**src/rtl/apb_master_bridge_pkg.sv**
```systemverilog
// Shared definitions for the core-to-APB3 master bridge: FSM state encoding
// and the default read data returned when a transfer times out.
package apb_master_bridge_pkg;

    typedef enum logic [1:0] {
        APB_IDLE   = 2'd0,
        APB_SETUP  = 2'd1,
        APB_ACCESS = 2'd2
    } apb_state_t;

    localparam logic [15:0] APB_ERR_DATA_DEFAULT = 16'hDEAD;

endpackage

```
**src/rtl/apb_master_bridge_watchdog.sv**
```systemverilog
// Saturating ACCESS-phase wait counter; flags expiry when the count reaches
// TIMEOUT_CYCLES-1 so the bridge can terminate a hung transfer.
module apb_master_bridge_watchdog #(
    parameter int TIMEOUT_CYCLES = 64
) (
    input  logic clk,
    input  logic reset,
    input  logic clear,
    input  logic enable,
    output logic expired
);

    localparam int CW = (TIMEOUT_CYCLES > 0) ? $clog2(TIMEOUT_CYCLES + 1) : 1;

    logic [CW-1:0] count_reg;

    always_ff @(posedge clk or negedge reset) begin
        if (!reset) begin
            count_reg <= '0;
        end else if (clear) begin
            count_reg <= '0;
        end else if (enable && (count_reg != '1)) begin
            count_reg <= count_reg + 1'b1;
        end
    end

    generate
        if (TIMEOUT_CYCLES == 0) begin : g_off
            assign expired = 1'b0;
        end else begin : g_on
            assign expired = (count_reg == CW'(TIMEOUT_CYCLES - 1));
        end
    endgenerate

endmodule

```
**src/rtl/apb_master_bridge.sv**
```systemverilog
// Turns the core's single-outstanding REQ/ACK memory request into an APB3
// SETUP/ACCESS transfer, with a watchdog that ends hung ACCESS phases.
module apb_master_bridge
    import apb_master_bridge_pkg::*;
#(
    parameter int                   BUS_WIDTH      = 16,
    parameter int                   TIMEOUT_CYCLES = 64,
    parameter logic [BUS_WIDTH-1:0] ERR_DATA       = BUS_WIDTH'(APB_ERR_DATA_DEFAULT)
) (
    input  logic                 clk,
    input  logic                 reset,
    input  logic [BUS_WIDTH-1:0] S_MEM_ADDR,
    input  logic [BUS_WIDTH-1:0] S_MEM_IN,
    input  logic                 S_MEM_WE,
    input  logic                 S_REQ,
    output logic                 S_ACK,
    output logic                 S_ERR,
    output logic [BUS_WIDTH-1:0] S_MEM_OUT,
    output logic                 S_MEM_BUSY,
    output logic [BUS_WIDTH-1:0] M_PADDR,
    output logic                 M_PWRITE,
    output logic                 M_PSELx,
    output logic                 M_PENABLE,
    output logic [BUS_WIDTH-1:0] M_PWDATA,
    input  logic [BUS_WIDTH-1:0] M_PRDATA,
    input  logic                 M_PREADY
);

    apb_state_t state_reg;
    logic       expired;

    apb_master_bridge_watchdog #(
        .TIMEOUT_CYCLES(TIMEOUT_CYCLES)
    ) u_watchdog (
        .clk    (clk),
        .reset  (reset),
        .clear  (state_reg == APB_SETUP),
        .enable ((state_reg == APB_ACCESS) && !M_PREADY),
        .expired(expired)
    );

    always_ff @(posedge clk or negedge reset) begin
        if (!reset) begin
            state_reg  <= APB_IDLE;
            S_ACK      <= 1'b0;
            S_ERR      <= 1'b0;
            S_MEM_OUT  <= '0;
            S_MEM_BUSY <= 1'b0;
            M_PADDR    <= '0;
            M_PWRITE   <= 1'b0;
            M_PSELx    <= 1'b0;
            M_PENABLE  <= 1'b0;
            M_PWDATA   <= '0;
        end else begin
            S_ACK <= 1'b0;
            S_ERR <= 1'b0;
            case (state_reg)
                APB_IDLE: begin
                    if (S_REQ) begin
                        M_PADDR    <= S_MEM_ADDR;
                        M_PWDATA   <= S_MEM_IN;
                        M_PWRITE   <= S_MEM_WE;
                        M_PSELx    <= 1'b1;
                        S_MEM_BUSY <= 1'b1;
                        state_reg  <= APB_SETUP;
                    end
                end
                APB_SETUP: begin
                    M_PENABLE <= 1'b1;
                    state_reg <= APB_ACCESS;
                end
                APB_ACCESS: begin
                    // A ready slave on the expiry cycle completes normally.
                    if (M_PREADY || expired) begin
                        if (!M_PWRITE) begin
                            S_MEM_OUT <= M_PREADY ? M_PRDATA : ERR_DATA;
                        end
                        S_ERR      <= !M_PREADY;
                        S_ACK      <= 1'b1;
                        M_PSELx    <= 1'b0;
                        M_PENABLE  <= 1'b0;
                        S_MEM_BUSY <= 1'b0;
                        state_reg  <= APB_IDLE;
                    end
                end
                default: begin
                    M_PSELx    <= 1'b0;
                    M_PENABLE  <= 1'b0;
                    S_MEM_BUSY <= 1'b0;
                    state_reg  <= APB_IDLE;
                end
            endcase
        end
    end

endmodule

```
**config.mk**
```make
export PLATFORM = sky130hd
export DESIGN_NAME = apb_master_bridge
export DESIGN_NICKNAME = d
export VERILOG_FILES = /design/src/rtl/apb_master_bridge_pkg.sv /design/src/rtl/apb_master_bridge_watchdog.sv /design/src/rtl/apb_master_bridge.sv
export SDC_FILE = /design/constraint.sdc
export NUM_CORES = 1
export LEC_CHECK = 0
export ABC_AREA = 1
export CAP_MARGIN = 30
export CORE_MARGIN = 2
export CORE_UTILIZATION = 46
export CTS_CLUSTER_DIAMETER = 50
export DETAILED_ROUTE_END_ITERATION = 8
export PLACE_DENSITY = 0.85
export SLEW_MARGIN = 5
export SYNTH_ARGS = -nofsm -noshare
export SYNTH_HDL_FRONTEND = slang
export SYNTH_SLANG_ARGS = --single-unit
```
**constraint.sdc**
```tcl
create_clock -name clk -period 3.6 [get_ports clk]
set_input_delay 0.36 -clock clk [delete_from_list [all_inputs] [get_ports clk]]
set_output_delay 0.36 -clock clk [all_outputs]
set_load 0.01 [all_outputs]
```
Word-level counts from Yosys, hierarchy flattened
Index checks and enable logic that the tools add are counted.

Output and inout port bits: 54. Memories kept: 0. Input bits: 53. RAM bits: 0. ROM bits: 0. Bits in latches: 0. Register bits: 62.

Bitwise gates (word level): 3. Multipliers: 0. Equality and inequality tests: 6. Divide/modulo/power cells: 0. $add $sub $neg: 1. Reduce and logical (&&, ||, !) cells: 11. Shift operators: 0. Mux-type cells: 14. Order comparisons: 0.

Operators with widths (count): $mux 16 (1); $mux 7 (2); $add 7x1->7 const B (1); $eq 7x6->1 const B (1); $ne 7x7->1 const B (1); $mux 1 (6); $pmux 1 s3 (2); $pmux 2 s3 (1); $reduce_and 2->1 (3); $reduce_and 3->1 (2); $mux 2 (2); $not 1->1 (3); $eq 2x1->1 const B (1); $eq 2x2->1 const B (1); $logic_and 1x1->1 (2); $logic_not 2->1 (1); $ne 2x1->1 const B (1); $ne 2x2->1 const B (1); $reduce_bool 2->1 (1); $logic_not 1->1 (1); $logic_or 1x1->1 (1).

Longest topological paths before layout
Word-level depth: 5. Depth in mapped cells: 9. Mapped depth without buffers: 8.

Hierarchy
Synthesis repeated with hierarchy kept, for this count alone.

Cell total of the unflattened synthesis: 303. Area, all modules: 2695.1 um^2.

By module, submodules not included: apb_master_bridge (area each 2248.4 um^2, cells each 240, instances 1); apb_master_bridge_watchdog (area each 446.7 um^2, cells each 63, instances 1).

Worst setup path after synthesis
No wires, ideal clock.

Path kind: register -> register. Start point: reg u_watchdog.count_reg[0]. End point: reg S_MEM_OUT[1]. Buffers on the path: 1. Arrival: 1261 ps. Clock period less this slack: 1378 ps. Setup time: 117 ps. Path slack: 2222 ps. Stages on the path, launching flop included: 10. Cells stage by stage: dfrtp_1 ha_1 nand3_2 nor2_2 nand2_2 nand2_4 nand2_4 buf_6 nand2_1 nand2_1.

Cells in the longest elaborated chain, start to end: 3.

RTL lines: start: declaration (line apb_master_bridge_watchdog.sv:15) `logic [CW-1:0] count_reg;`; start signal: assignment (line apb_master_bridge_watchdog.sv:23) `count_reg <= count_reg + 1'b1;`; $eq 7x6->1 (line apb_master_bridge_watchdog.sv:31) `assign expired = (count_reg == CW'(TIMEOUT_CYCLES - 1));`; $logic_or 1x1->1 (line apb_master_bridge.sv:74) `if (M_PREADY || expired) begin`; $reduce_and 3->1 (no source line); end signal: assignment (line apb_master_bridge.sv:76) `S_MEM_OUT <= M_PREADY ? M_PRDATA : ERR_DATA;`; end: declaration (line apb_master_bridge.sv:18) `output logic [BUS_WIDTH-1:0] S_MEM_OUT,`.

No other way between the ends. A chain may end at the register's enable or synchronous reset.

Worst setup path in the final report
Start point: reg M_PWRITE. End point: out M_PWRITE.

RTL lines: start: declaration (line apb_master_bridge.sv:21) `output logic M_PWRITE,`; start signal: assignment (line apb_master_bridge.sv:50) `M_PWRITE <= 1'b0;`; start signal: assignment (line apb_master_bridge.sv:62) `M_PWRITE <= S_MEM_WE;`.

No word-level cell between the ends.

==> Implementation_results.wiki <==
{| class="wikitable"
! Metric !! Value
|-
| Main area contributors after synthesis || sky130_fd_sc_hd__dfrtp_1 60%, sky130_fd_sc_hd__nand2_1 22%, sky130_fd_sc_hd__nand3_1 3.1%
|-
| Cells after Synth || 296
|-
| Cell types with the highest counts after synthesis || 153 x sky130_fd_sc_hd__nand2_1, 62 x sky130_fd_sc_hd__dfrtp_1, 16 x sky130_fd_sc_hd__nand3_1
|-
| Number of diodes added for antenna fixing || 0
|-
| Number of hold buffers added after CTS || 0
|-
| Final weighted congestion in routability-driven placement || 0.806
|-
| Area added between synthesis and finish || 48.5%
|-
| Run status || completed
|-
| Clock latency on the worst-skew pair || 0.33 ns
|-
| Power Density || between 700 and 800 mW/mm²
|-
| Slew Viols, Final || 0
|-
| TritonCTS buffer count || 9
|-
| Worst slack at placement || 1.69 ns
|-
| Synth area leader || sky130_fd_sc_hd__dfrtp_1
|-
| Largest driver fanout on the critical path || 3
|-
| Final ANT Viol Nets || 0
|-
| Number of global-route vias before repair || 2266
|-
| Htree depth || 3
|-
| Most numerous cell in the Yosys netlist || sky130_fd_sc_hd__nand2_1
|-
| Number of standard cells in the final layout excluding fillers || 480
|-
| Top achievable clock speed || 0.599 GHz
|-
| Data arrival time of the critical path || around 1.3 ns
|-
| Layout cell share with drive strength beyond 1 || 9.07%
|-
| DRT Wirelength || ~6300 µm
|-
| Worst setup path category || reg2out
|-
| Total number of nets in the final design || 458
|-
| TritonCTS clock tree || yes
|-
| Portion of synthesized cell area occupied by the leading cell type || 59.5%
|-
| Final Cycle Share || 46.4%
|-
| Setup skew after layout || 0.00805 ns
|-
| CTS Buffer Depth || 2
|-
| Critical Path Slowest Stage Cell || sky130_fd_sc_hd__clkdlybuf4s50_1
|-
| Clock network fraction of design power || 17.3%
|-
| Post-CTS setup buffers || 0
|-
| Crit path capture type || output port
|-
| Type of origin of the critical path || register
|-
| Final-report hold violation count || 0
|-
| Setup repair after global routing missed its margin || false
|-
| Internal || 1.98 mW
|-
| IO Pins || between 100 and 150
|-
| Synthesized Nets || 350
|-
| Post_cts resized || 0
|-
| Number of detailed-routing iterations run before antenna repair || 4
|-
| Y dimension of the die || 79.3 µm
|-
| Total net switching power || 1.07 mW
|-
| Combinational share of power || 43.4%
|-
| Required time worst endpoint || 3.24 ns
|-
| Placeable core region || around 0.0055 mm²
|-
| Post-layout minimum cycle time || 1.67 ns
|-
| Accumulated negative setup slack || 0 ns
|-
| Post-synthesis cell type count || 22
|-
| Total leakage power || 1.91 nW
|-
| Least-Margin Pin Slew || 0.748 ns
|-
| Post-synthesis register bit count || 62
|-
| Initial antenna violation count || 0
|-
| Die extent in x || 79.3 µm
|-
| Via count || 2274
|-
| Max Cap Viol || 0
|-
| IO buf count || 106
|-
| Filler cell count || 447
|-
| Number of vias per cell after detailed routing || 4.74
|-
| Async S/R FF share, synth || 100%
|-
| Worst path bufs/invs || 1
|-
| Critical path's top delay family || buffers and inverters
|-
| Synthesis warning total || 0
|-
| Top flop regs || M_PADDR x16, M_PWDATA x16, S_MEM_OUT x16
|-
| TritonCTS sink count || just over 60
|-
| Overall global routing resource usage || around 22%
|-
| Post-route core utilization || 70.7%
|-
| Cell at the root of the clock tree || sky130_fd_sc_hd__clkbuf_8
|-
| Number of violations reported at the end of detailed-routing iteration 0 || 120
|-
| CTS clock-pin slew for the worst setup and hold paths || about 0.060 ns
|-
| Area of the mapped netlist || 0.00261 mm²
|-
| Main flop type after synthesis || sky130_fd_sc_hd__dfrtp_1
|-
| Number of synthesized flops with an enable pin || 0
|-
| Power share of the sequential group || 39.3%
|-
| Starting Density || between 40% and 50%
|-
| HPWL after detailed placement || about 4600 µm
|-
| Maximum number of pins on one net before global-route repair || 37
|-
| VDD IR max || 0.421 mV
|-
| Worst setup margin || approximately 1.9 ns
|-
| Worst-case headroom to the max-slew limit || 50.2%
|-
| Max incr delay on CP || 0.57 ns
|-
| Die Outline Area || 0.00628 mm²
|-
| Standard-cell row count || 27
|-
| Worst min-delay path class || in2async
|-
| Hold Slack || 0.0922 ns
|-
| First-pass GRT wire length || between 10000 and 15000 µm
|-
| DRC Markers || 0
|-
| Average size of a mapped cell || a little under 9 µm²
|-
| Net switching share of the total power || a little over a third
|-
| Sequential cell area fraction in the yosys report || between 50 and 60%
|-
| Routed WL per cell || 13.1 µm
|-
| # setup viols final || 0
|-
| Chain of cells forming the critical path || clkdlybuf4s50_1
|-
| Grt ovf || 0
|-
| Placed insts || 465
|}
## cell usage in the layout (no fill, tap or decap)
cell type                         count
sky130_fd_sc_hd__o21bai_1             1
sky130_fd_sc_hd__nor2_2               1
sky130_fd_sc_hd__clkdlybuf4s50_1    105
sky130_fd_sc_hd__clkbuf_8            11
sky130_fd_sc_hd__clkbuf_1             3
sky130_fd_sc_hd__nand3_2              1
sky130_fd_sc_hd__nand4_1              8
sky130_fd_sc_hd__o21ai_0              1
sky130_fd_sc_hd__inv_2                2
sky130_fd_sc_hd__nor2_4               4
sky130_fd_sc_hd__clkinv_2             1
sky130_fd_sc_hd__nand2_1            153
sky130_fd_sc_hd__ha_1                 1
sky130_fd_sc_hd__nand3_1             16
sky130_fd_sc_hd__nand2_2              1
sky130_fd_sc_hd__a21oi_1              4
sky130_fd_sc_hd__buf_2                1
sky130_fd_sc_hd__nor2_1               6
sky130_fd_sc_hd__buf_4                2
sky130_fd_sc_hd__or2_2               11
sky130_fd_sc_hd__nand2_4              2
sky130_fd_sc_hd__inv_1                9
sky130_fd_sc_hd__xor2_1               2
sky130_fd_sc_hd__dfrtp_1             62
## final timing paths
check / cells after the start / start / slack, ns / end
hold reg to reg: 1 / u_watchdog.count_reg[6] / 0.46 / S_ERR
setup reg to reg: 6 / state_reg[0] / 1.99 / M_PWDATA[2]
setup / recovery: 1 / M_PWRITE / 1.93 / M_PWRITE
min in group clk: 1 / u_watchdog.count_reg[6] / 0.46 / S_ERR
hold / removal: 1 / reset / 0.09 / S_MEM_OUT[10]
max in group asynchronous: 2 / reset / 2.67 / M_PADDR[3]
## cell type report
| class | count | area, µm² | area share, % |
|---|---|---|---|
| multi-input cells | 212 | 948 | 24.5 |
| clock buffers | 14 | 163 | 4.20 |
| clock inverters | 1 | 5.00 | 0.129 |
| flip-flops and latches | 62 | 1550 | 40.1 |
| inverters | 11 | 41.3 | 1.07 |
| repair buffers | 108 | 1070 | 27.7 |
| well taps | 72 | 90.1 | 2.33 |
## routing by layer
layer / GRT usage, % / up-vias / part of all wire (%)
met1: 26.6 / 1053 / 42
met2: 37.7 / 81 / 50
met4: 8.45 / 0 / 1.9
li1: - / 1129 / -
met3: 6.02 / 11 / 6.3
met5: 0 / - / 0
## metrics by stage
| stage | power, mW | cell area (µm²) |
|---|---|---|
| final | 3.05 | 3870 |
| after global routing | 3.28 | 3870 |
| after CTS | 3.09 | 3870 |
| after detailed placement | 2.55 | 3700 |
| after global placement | 2.49 | 3700 |
| after floorplan | 1.78 | 2610 |
## power groups by stage
stage | clock, mW | sequential [mW] | combinational [mW]
3_5_place_dp | 0 | 1.20 | 1.34
6_report | 0.527 | 1.20 | 1.32
2_1_floorplan | 0 | 1.31 | 0.472
3_3_place_gp | 0 | 1.19 | 1.30
5_1_grt | 0.584 | 1.24 | 1.45
4_1_cts | 0.542 | 1.20 | 1.35
## cell families (layout without fill, tap and decap cells)
logic type               count (synthesis)  in the layout  share of synthesized area [%]
AND/OR/NAND/NOR                        203            203                           34.0
buffers and inverters                   22            134                           4.08
AO/OA/AOI/OAI                            6              6                           1.25
XOR/XNOR                                 2              2                          0.672
flip-flops                              62             62                           59.5
adder cells (fa/ha/maj)                  1              1                          0.480
(Power assumes the default switching activity.)
